===== src/rtl/nexusv_mem_arbiter.sv =====
// Shares the core's single memory port between instruction fetch and load/store.
// Data wins ties unless fetch has lost STARVE_MAX ties in a row; one access in flight.
module nexusv_mem_arbiter #(
  parameter int ADDR_W     = 32,
  parameter int DATA_W     = 32,
  parameter int STARVE_MAX = 4
) (
  input  logic                             clk,
  input  logic                             rst_n,
  input  logic                             if_req,
  input  logic [ADDR_W-1:0]                if_addr,
  output logic                             if_ack,
  output logic [DATA_W-1:0]                if_rdata,
  input  logic                             d_req,
  input  logic                             d_we,
  input  logic [DATA_W/8-1:0]              d_be,
  input  logic [ADDR_W-1:0]                d_addr,
  input  logic [DATA_W-1:0]                d_wdata,
  output logic                             d_ack,
  output logic [DATA_W-1:0]                d_rdata,
  output logic                             mem_req,
  output logic                             mem_we,
  output logic [DATA_W/8-1:0]              mem_be,
  output logic [ADDR_W-1:0]                mem_addr,
  output logic [DATA_W-1:0]                mem_wdata,
  input  logic                             mem_ready,
  input  logic [DATA_W-1:0]                mem_rdata,
  output logic                             owner,
  output logic                             busy,
  output logic [1:0]                       dbg_state,
  output logic [$clog2(STARVE_MAX+1)-1:0]  dbg_starve_cnt
);

  localparam int CNT_W = $clog2(STARVE_MAX + 1);
  localparam logic [CNT_W-1:0] CNT_LIM = CNT_W'(STARVE_MAX);

  // Handshakes: a requester holds req and a stable payload until its one-cycle
  // ack; the payload is registered at grant, so later changes are ignored. On the
  // memory side mem_req and mem_* stay constant until mem_ready is sampled high,
  // and mem_rdata is taken in that same cycle.

  typedef enum logic [1:0] {
    S_IDLE = 2'd0,
    S_BUSY = 2'd1,
    S_RESP = 2'd2
  } state_t;

  state_t           state;
  state_t           state_nxt;
  logic [CNT_W-1:0] starve_cnt;
  logic             grant_fetch;
  logic             grant_data;

  always_ff @(posedge clk or negedge rst_n) begin
    if (!rst_n) begin
      state <= S_IDLE;
    end else begin
      state <= state_nxt;
    end
  end

  // Arbitration only happens in IDLE; RESP deliberately skips it so a request
  // still high during its own ack cycle is not granted twice.
  always_comb begin
    state_nxt   = state;
    grant_fetch = 1'b0;
    grant_data  = 1'b0;
    unique case (state)
      S_IDLE: begin
        if (if_req && d_req) begin
          if (starve_cnt == CNT_LIM) begin
            grant_fetch = 1'b1;
          end else begin
            grant_data = 1'b1;
          end
        end else begin
          grant_fetch = if_req;
          grant_data  = d_req;
        end
        if (grant_fetch || grant_data) begin
          state_nxt = S_BUSY;
        end
      end
      S_BUSY: begin
        if (mem_ready) begin
          state_nxt = S_RESP;
        end
      end
      S_RESP: begin
        state_nxt = S_IDLE;
      end
      default: begin
        state_nxt = S_IDLE;
      end
    endcase
  end

  // Decoded straight from the state register, so reset drops them at once.
  always_comb begin
    mem_req        = (state == S_BUSY);
    if_ack         = (state == S_RESP) && !owner;
    d_ack          = (state == S_RESP) && owner;
    busy           = (state != S_IDLE);
    dbg_state      = state;
    dbg_starve_cnt = starve_cnt;
  end

  always_ff @(posedge clk or negedge rst_n) begin
    if (!rst_n) begin
      mem_we     <= 1'b0;
      mem_be     <= '0;
      mem_addr   <= '0;
      mem_wdata  <= '0;
      owner      <= 1'b0;
      starve_cnt <= '0;
      if_rdata   <= '0;
      d_rdata    <= '0;
    end else begin
      if (grant_fetch) begin
        mem_we     <= 1'b0;
        mem_be     <= '1;
        mem_addr   <= if_addr;
        mem_wdata  <= '0;
        owner      <= 1'b0;
        starve_cnt <= '0;
      end else if (grant_data) begin
        mem_we    <= d_we;
        mem_be    <= d_be;
        mem_addr  <= d_addr;
        mem_wdata <= d_wdata;
        owner     <= 1'b1;
        // A data grant only costs fetch a loss when fetch was also asking.
        if (if_req && (starve_cnt != CNT_LIM)) begin
          starve_cnt <= starve_cnt + CNT_W'(1);
        end
      end
      if ((state == S_BUSY) && mem_ready) begin
        if (!owner) begin
          if_rdata <= mem_rdata;
        end else if (!mem_we) begin
          d_rdata <= mem_rdata;
        end
      end
    end
  end

endmodule


===== config.mk =====
export PLATFORM = sky130hd
export DESIGN_NAME = nexusv_mem_arbiter
export DESIGN_NICKNAME = d
export VERILOG_FILES = /design/src/rtl/nexusv_mem_arbiter.sv
export SDC_FILE = /design/constraint.sdc
export NUM_CORES = 1
export LEC_CHECK = 0
export ABC_AREA = 1
export BUFFER_PORTS_ARGS = -buffer_cell sky130_fd_sc_hd__buf_2
export CAP_MARGIN = 20
export CORE_MARGIN = 10
export CORE_UTILIZATION = 30
export CTS_CLUSTER_SIZE = 40
export DETAILED_ROUTE_END_ITERATION = 10
export PLACE_DENSITY_LB_ADDON = 0.2
export SYNTH_ARGS = -nofsm -noshare
export SYNTH_HDL_FRONTEND = slang
export SYNTH_SLANG_ARGS = --single-unit

===== constraint.sdc =====
create_clock -name clk -period 2.3 [get_ports clk]
set_clock_uncertainty 0.15 [all_clocks]
set_input_delay 0.115 -clock clk [delete_from_list [all_inputs] [get_ports clk]]
set_output_delay 0.115 -clock clk [all_outputs]
set_load 0.005 [all_outputs]

; Word-level counts from Yosys, hierarchy flattened
; Index checks and enable logic that the tools add are counted.
[classes]
addsub = 1
eq_ne = 6
mux = 24
n_bitwise = 2
reduce_logical = 15
[op_table]
columns = operator, count
row1 = 32-bit 2-to-1 mux, 4
row2 = 1-bit 2-to-1 mux, 12
row3 = 3-bit 2-to-1 mux, 3
row4 = 4-bit 2-to-1 mux, 2
row5 = 2-bit AND reduction, 3
row6 = 2-bit nonzero test, 3
row7 = 1-bit logical AND, 5
row8 = 2-bit 2-to-1 mux, 2
row9 = 2-bit case mux with 2 select lines, 1
row10 = "3-bit by 1-bit adder with 3-bit output, second input constant", 1
row11 = "3-bit equality test, second input constant", 1
row12 = "3-bit != test, second input constant", 1
row13 = 3-bit AND reduction, 1
row14 = "2-bit by 1-bit equality test with 1-bit output, second input constant", 1
row15 = "2-bit equality test, second input constant", 1
row16 = 2-bit logical NOT, 1
row17 = "2-bit by 1-bit != test with 1-bit output, second input constant", 1
row18 = "2-bit != test, second input constant", 1
row19 = 1-bit inverter, 2
row20 = 1-bit logical NOT, 1
row21 = 1-bit logical OR, 1
[totals]
regBits = 139
input_bits = 138
output_inout_bits = 143
word_cells = 57

; Logic depth before layout (Yosys ltp)
[logic_depth]
depth_word = 7
mapped_depth = 10
ltp_nobuf = 8

; Least setup slack after synthesis
; No wires, ideal clock.
[synth_timing]
kind = register to register
startpoint = register starve_cnt[0] (netlist: dbg_starve_cnt[0])
endpoint = register mem_addr[25]
arrival_time_ps = 1368
t_required_ps = 2032
path_slack_ps = 664
stages_incl_launch_ff = 11
path_buffers = 2
path_cell_list = dfrtp_1 inv_1 ha_1 nand2_1 nand2_1 nand3_1 buf_2 buf_4 nand2_1 nand3_1 nand2_1
[synth_via]
elab_chain_len = 6
[synth_rtl]
columns = item, line_no
row1 = start: declaration, 50  ; logic [CNT_W-1:0] starve_cnt;
row2 = start signal: assignment, 134  ; starve_cnt <= starve_cnt + CNT_W'(1);
row3 = 3-bit equality test *, 71  ; if (starve_cnt == CNT_LIM) begin
row4 = 1-bit 2-to-1 mux, 71
row5 = 1-bit 2-to-1 mux, 70  ; if (if_req && d_req) begin
row6 = 1-bit 2-to-1 mux (2 in a row), 68  ; unique case (state)
row7 = 32-bit 2-to-1 mux / 2-bit nonzero test (equally long branches), -
row8 = end signal: assignment, 122  ; mem_addr <= if_addr;
row9 = end signal: assignment, 129  ; mem_addr <= d_addr;
row10 = end: declaration, 24  ; output logic [ADDR_W-1:0] mem_addr,
; Every way passes the cells marked *; elsewhere a longest branch is shown, timed or not. The select of a mux whose other input is x is not followed.
; A chain may end at the register's enable or synchronous reset.

; Worst setup path after layout
[layout_timing]
startpoint = register state[1] (netlist: dbg_state[1])
endpoint = register mem_addr[7]
[layout_via]
elab_chain_len = 3
[layout_rtl]
columns = item, line_no
row1 = start: declaration, 48  ; state_t state;
row2 = start signal: assignment, 58  ; state <= state_nxt;
row3 = 2-bit logical NOT *, 68
row4 = 1-bit 2-to-1 mux, 68
row5 = 32-bit 2-to-1 mux / 2-bit nonzero test (equally long branches), -
; Every way passes the cells marked *; elsewhere a longest branch is shown, timed or not.

==> results.yml <==
outcome:
  status: "finished clean"
detailed_routing:
  num_vias: 6436
  first_pass_iters: 5
  wl_per_cell_um: 16.39
  via_per_inst: 4.473
  drc: 0
  antenna_left: 0
  drt_iter0_markers: 365
  wl_mm: 23.59
critical_path:
  critical_path_class: "register to register"
  cp-start-kind: "register"
  cp_max_fo: 19
  arrival_ps: 2320
  r2r_cells: 7
  rr_endpoint: "mem_addr[7]$_DFFE_PN0P_"
  r2r-start: "dbg_state[1]$_DFFE_PN0P_"
  cp-end-kind: "register"
  worst_ep_required_time_ps: 2450
  r2r_slack_ps: 140
global_routing:
  antenna_found_initial: 1
  grt_pass1_wl_mm: 37.43
  grt_max_degree: 71
  grt_pass1_vias: 6886
  grtUsageTotal_pct: 17.50
  gr-total-overflow: 0
cts:
  cts_sinks: 139
  htreeDepth: 4
  numCtsBuffers: 17
  clkSlewWorstSetupHoldPaths_ps: 70
  clockRootBuffer: "clkbuf_16"
  tritoncts: "yes"
  clk_latency_ps: 410
  cts_buffer_depth: 2
synth:
  post_synth.cell_area_avg_um2: 8.222
  syn-num-nets: 893
  synthesis.area_um2: 6191
  seq_area_frac_synth_pct: 56.18
  yosysUniqueCellTypes: 22
  ys_warn_count: 0
  ys_seq_elements: 139
  postSynthCellCount: 753
place:
  port_buffers: 280
  dp_hpwl_mm: 15.98
  placed_area_um2: 7878
  globalplace.congestion: 0.8127
die:
  die_h_um: 163.7
  rows: 52
  start_util_pct: 30.50
  core_area_um2: 20300
  ios: 281
  die-width_um: 163.7
  design.die.area_um2: 26780
timing:
  rsz0062_at_grt: "false"
  drv_slew: 0
  worst_pin_slew_ps: 588.1
  fmax_mhz: 462.5
  min_period_ps: 2162
  timing.final.crit_share_pct: 94.01
  hold_viol: 0
  finalSetupViolCount: 0
  max_slew_margin_pct: 60.79
  tns_ps: 0
finish:
  drive_above_1_share_pct: 29.11
  fin_area_um2: 9903
  synthToLayoutAreaGrowth_pct: 59.96
  nNetsFinal: 1296
power_and_ir_drop:
  finalPower_w: 0.01191
  leakage_nw: 5.510
  power_density_nw_per_um2: 1203
  peakVddDrop_v: 0.0005385
worst_hold_path:
  min_path_cells: 4
  holdCritStartpoint: "if_req"
  min_to: "mem_addr[14]$_DFFE_PN0P_"
  hold_class: "primary input to register"
run:
  cap_violations: 0
-- critical path: stages (launching register included) --
cell and delay (ps):
dfrtp_1 460, nor2_4 180, buf_6 210, buf_6 210, nand4_1 120, nand3_1 110, dlygate4sd3_1 550, nand2_1 50
-- stage by stage --
step | setup WS, ps | cells | hold slack [ps] | utilization [%]
final | 137.8 | 1439 | 47.25 | 48.79
after detailed placement | 406.0 | 1270 | -199.9 | 38.81
after global routing | 1.853 | 1439 | 51.08 | 48.79
after CTS | 42.68 | 1438 | 30.89 | 48.71
after global placement | 448.1 | 1270 | -200.3 | 38.81
after floorplan | 664.5 | 753 | -330.6 | -
-- how the worst max path moves through the flow --
stage / start / end / slack [ps] / depth (start not counted)
6_report: dbg_state[1]$_DFFE_PN0P_ / mem_addr[7]$_DFFE_PN0P_ / 140 / 7
5_1_grt: dbg_starve_cnt[0]$_DFFE_PN0P_ / mem_addr[5]$_DFFE_PN0P_ / 2 / 9
2_1_floorplan: dbg_starve_cnt[0]$_DFFE_PN0P_ / mem_addr[25]$_DFFE_PN0P_ / 660 / 10
4_1_cts: dbg_state[1]$_DFFE_PN0P_ / mem_addr[9]$_DFFE_PN0P_ / 40 / 7
3_5_place_dp: dbg_starve_cnt[0]$_DFFE_PN0P_ / mem_be[3]$_DFFE_PN0P_ / 410 / 8
3_3_place_gp: dbg_state[1]$_DFFE_PN0P_ / mem_be[3]$_DFFE_PN0P_ / 450 / 6
-- flip-flops by register name (all words and copies together), names as in the netlist --
signal,flops
d_rdata,32
dbg_starve_cnt,3
dbg_state,2
if_rdata,32
mem_addr,32
mem_be,4
mem_wdata,32
mem_we,1
owner,1
-- report_power, final --
part | switching, W | internal (W) | leakage (nW)
clock | 0.00110 | 0.00188 | 0.311
combinational | 0.00274 | 0.00195 | 3.46
sequential | 0.000644 | 0.00359 | 1.74
total | 0.00449 | 0.00742 | 5.51
-- layout make-up --
class	instances	area [um^2]
Inverter	74	277.8
Antenna cell	1	2.502
Tap cell	270	337.8
Fill cell	1964	10400
Timing Repair Buffer	434	2993
Multi-Input combinational cell	490	2176
Clock buffer	19	452.9
Sequential cell	139	3478
Clock inverter	12	185.2
-- cells in the mapped netlist, drive strengths merged --
master	number	area share (%)
nand3	69	5.6
xor2	1	0.14
dfrtp	139	56
inv	74	4.5
nand2	305	19
clkbuf	24	1.5
o21ai	72	5.9
nor3	2	0.16
or2	1	0.14
o31ai	1	0.12
nand4	32	3.2
buf	26	3.0
nor2	5	0.71
ha	2	0.40
-- cell families (layout without fill, tap and decap cells) --
family | count (synthesis) | after routing | synth area share, %
AND/OR/NAND/NOR | 414 | 414 | 28.35
flip-flops | 139 | 139 | 56.18
buffers and inverters | 124 | 539 | 8.913
XOR/XNOR | 1 | 1 | 0.1415
other | 0 | 1 | 0
adder cells (fa/ha/maj) | 2 | 2 | 0.4041
AO/OA/AOI/OAI | 73 | 73 | 6.002
-- repair_timing --
action	CTS	global route
hold buffers	137	0
resized for setup	0	4
setup endpoints to repair	0	12
hold endpoints to repair	273	0
buffers inserted	0	0
-- per-layer routing --
layer / global-route usage (%) / part of all wire, %
met5: 0 / 0
met4: 4.549 / 1.2
met3: 7.777 / 10
met2: 27.09 / 45
met1: 21.81 / 43
-- cell usage in the layout (no fill, tap or decap), types with 3 or more instances in the layout --
master / n
buf_12: 6
buf_2: 279
buf_4: 8
buf_6: 4
bufinv_16: 4
clkbuf_16: 17
dfrtp_1: 139
dlygate4sd3_1: 137
inv_1: 71
inv_2: 3
inv_6: 4
nand2_1: 303
nand3_1: 68
nand4_1: 32
nor2_4: 3
o21ai_0: 42
o21ai_1: 29
No activity file was read; power rests on OpenSTA's default activity.
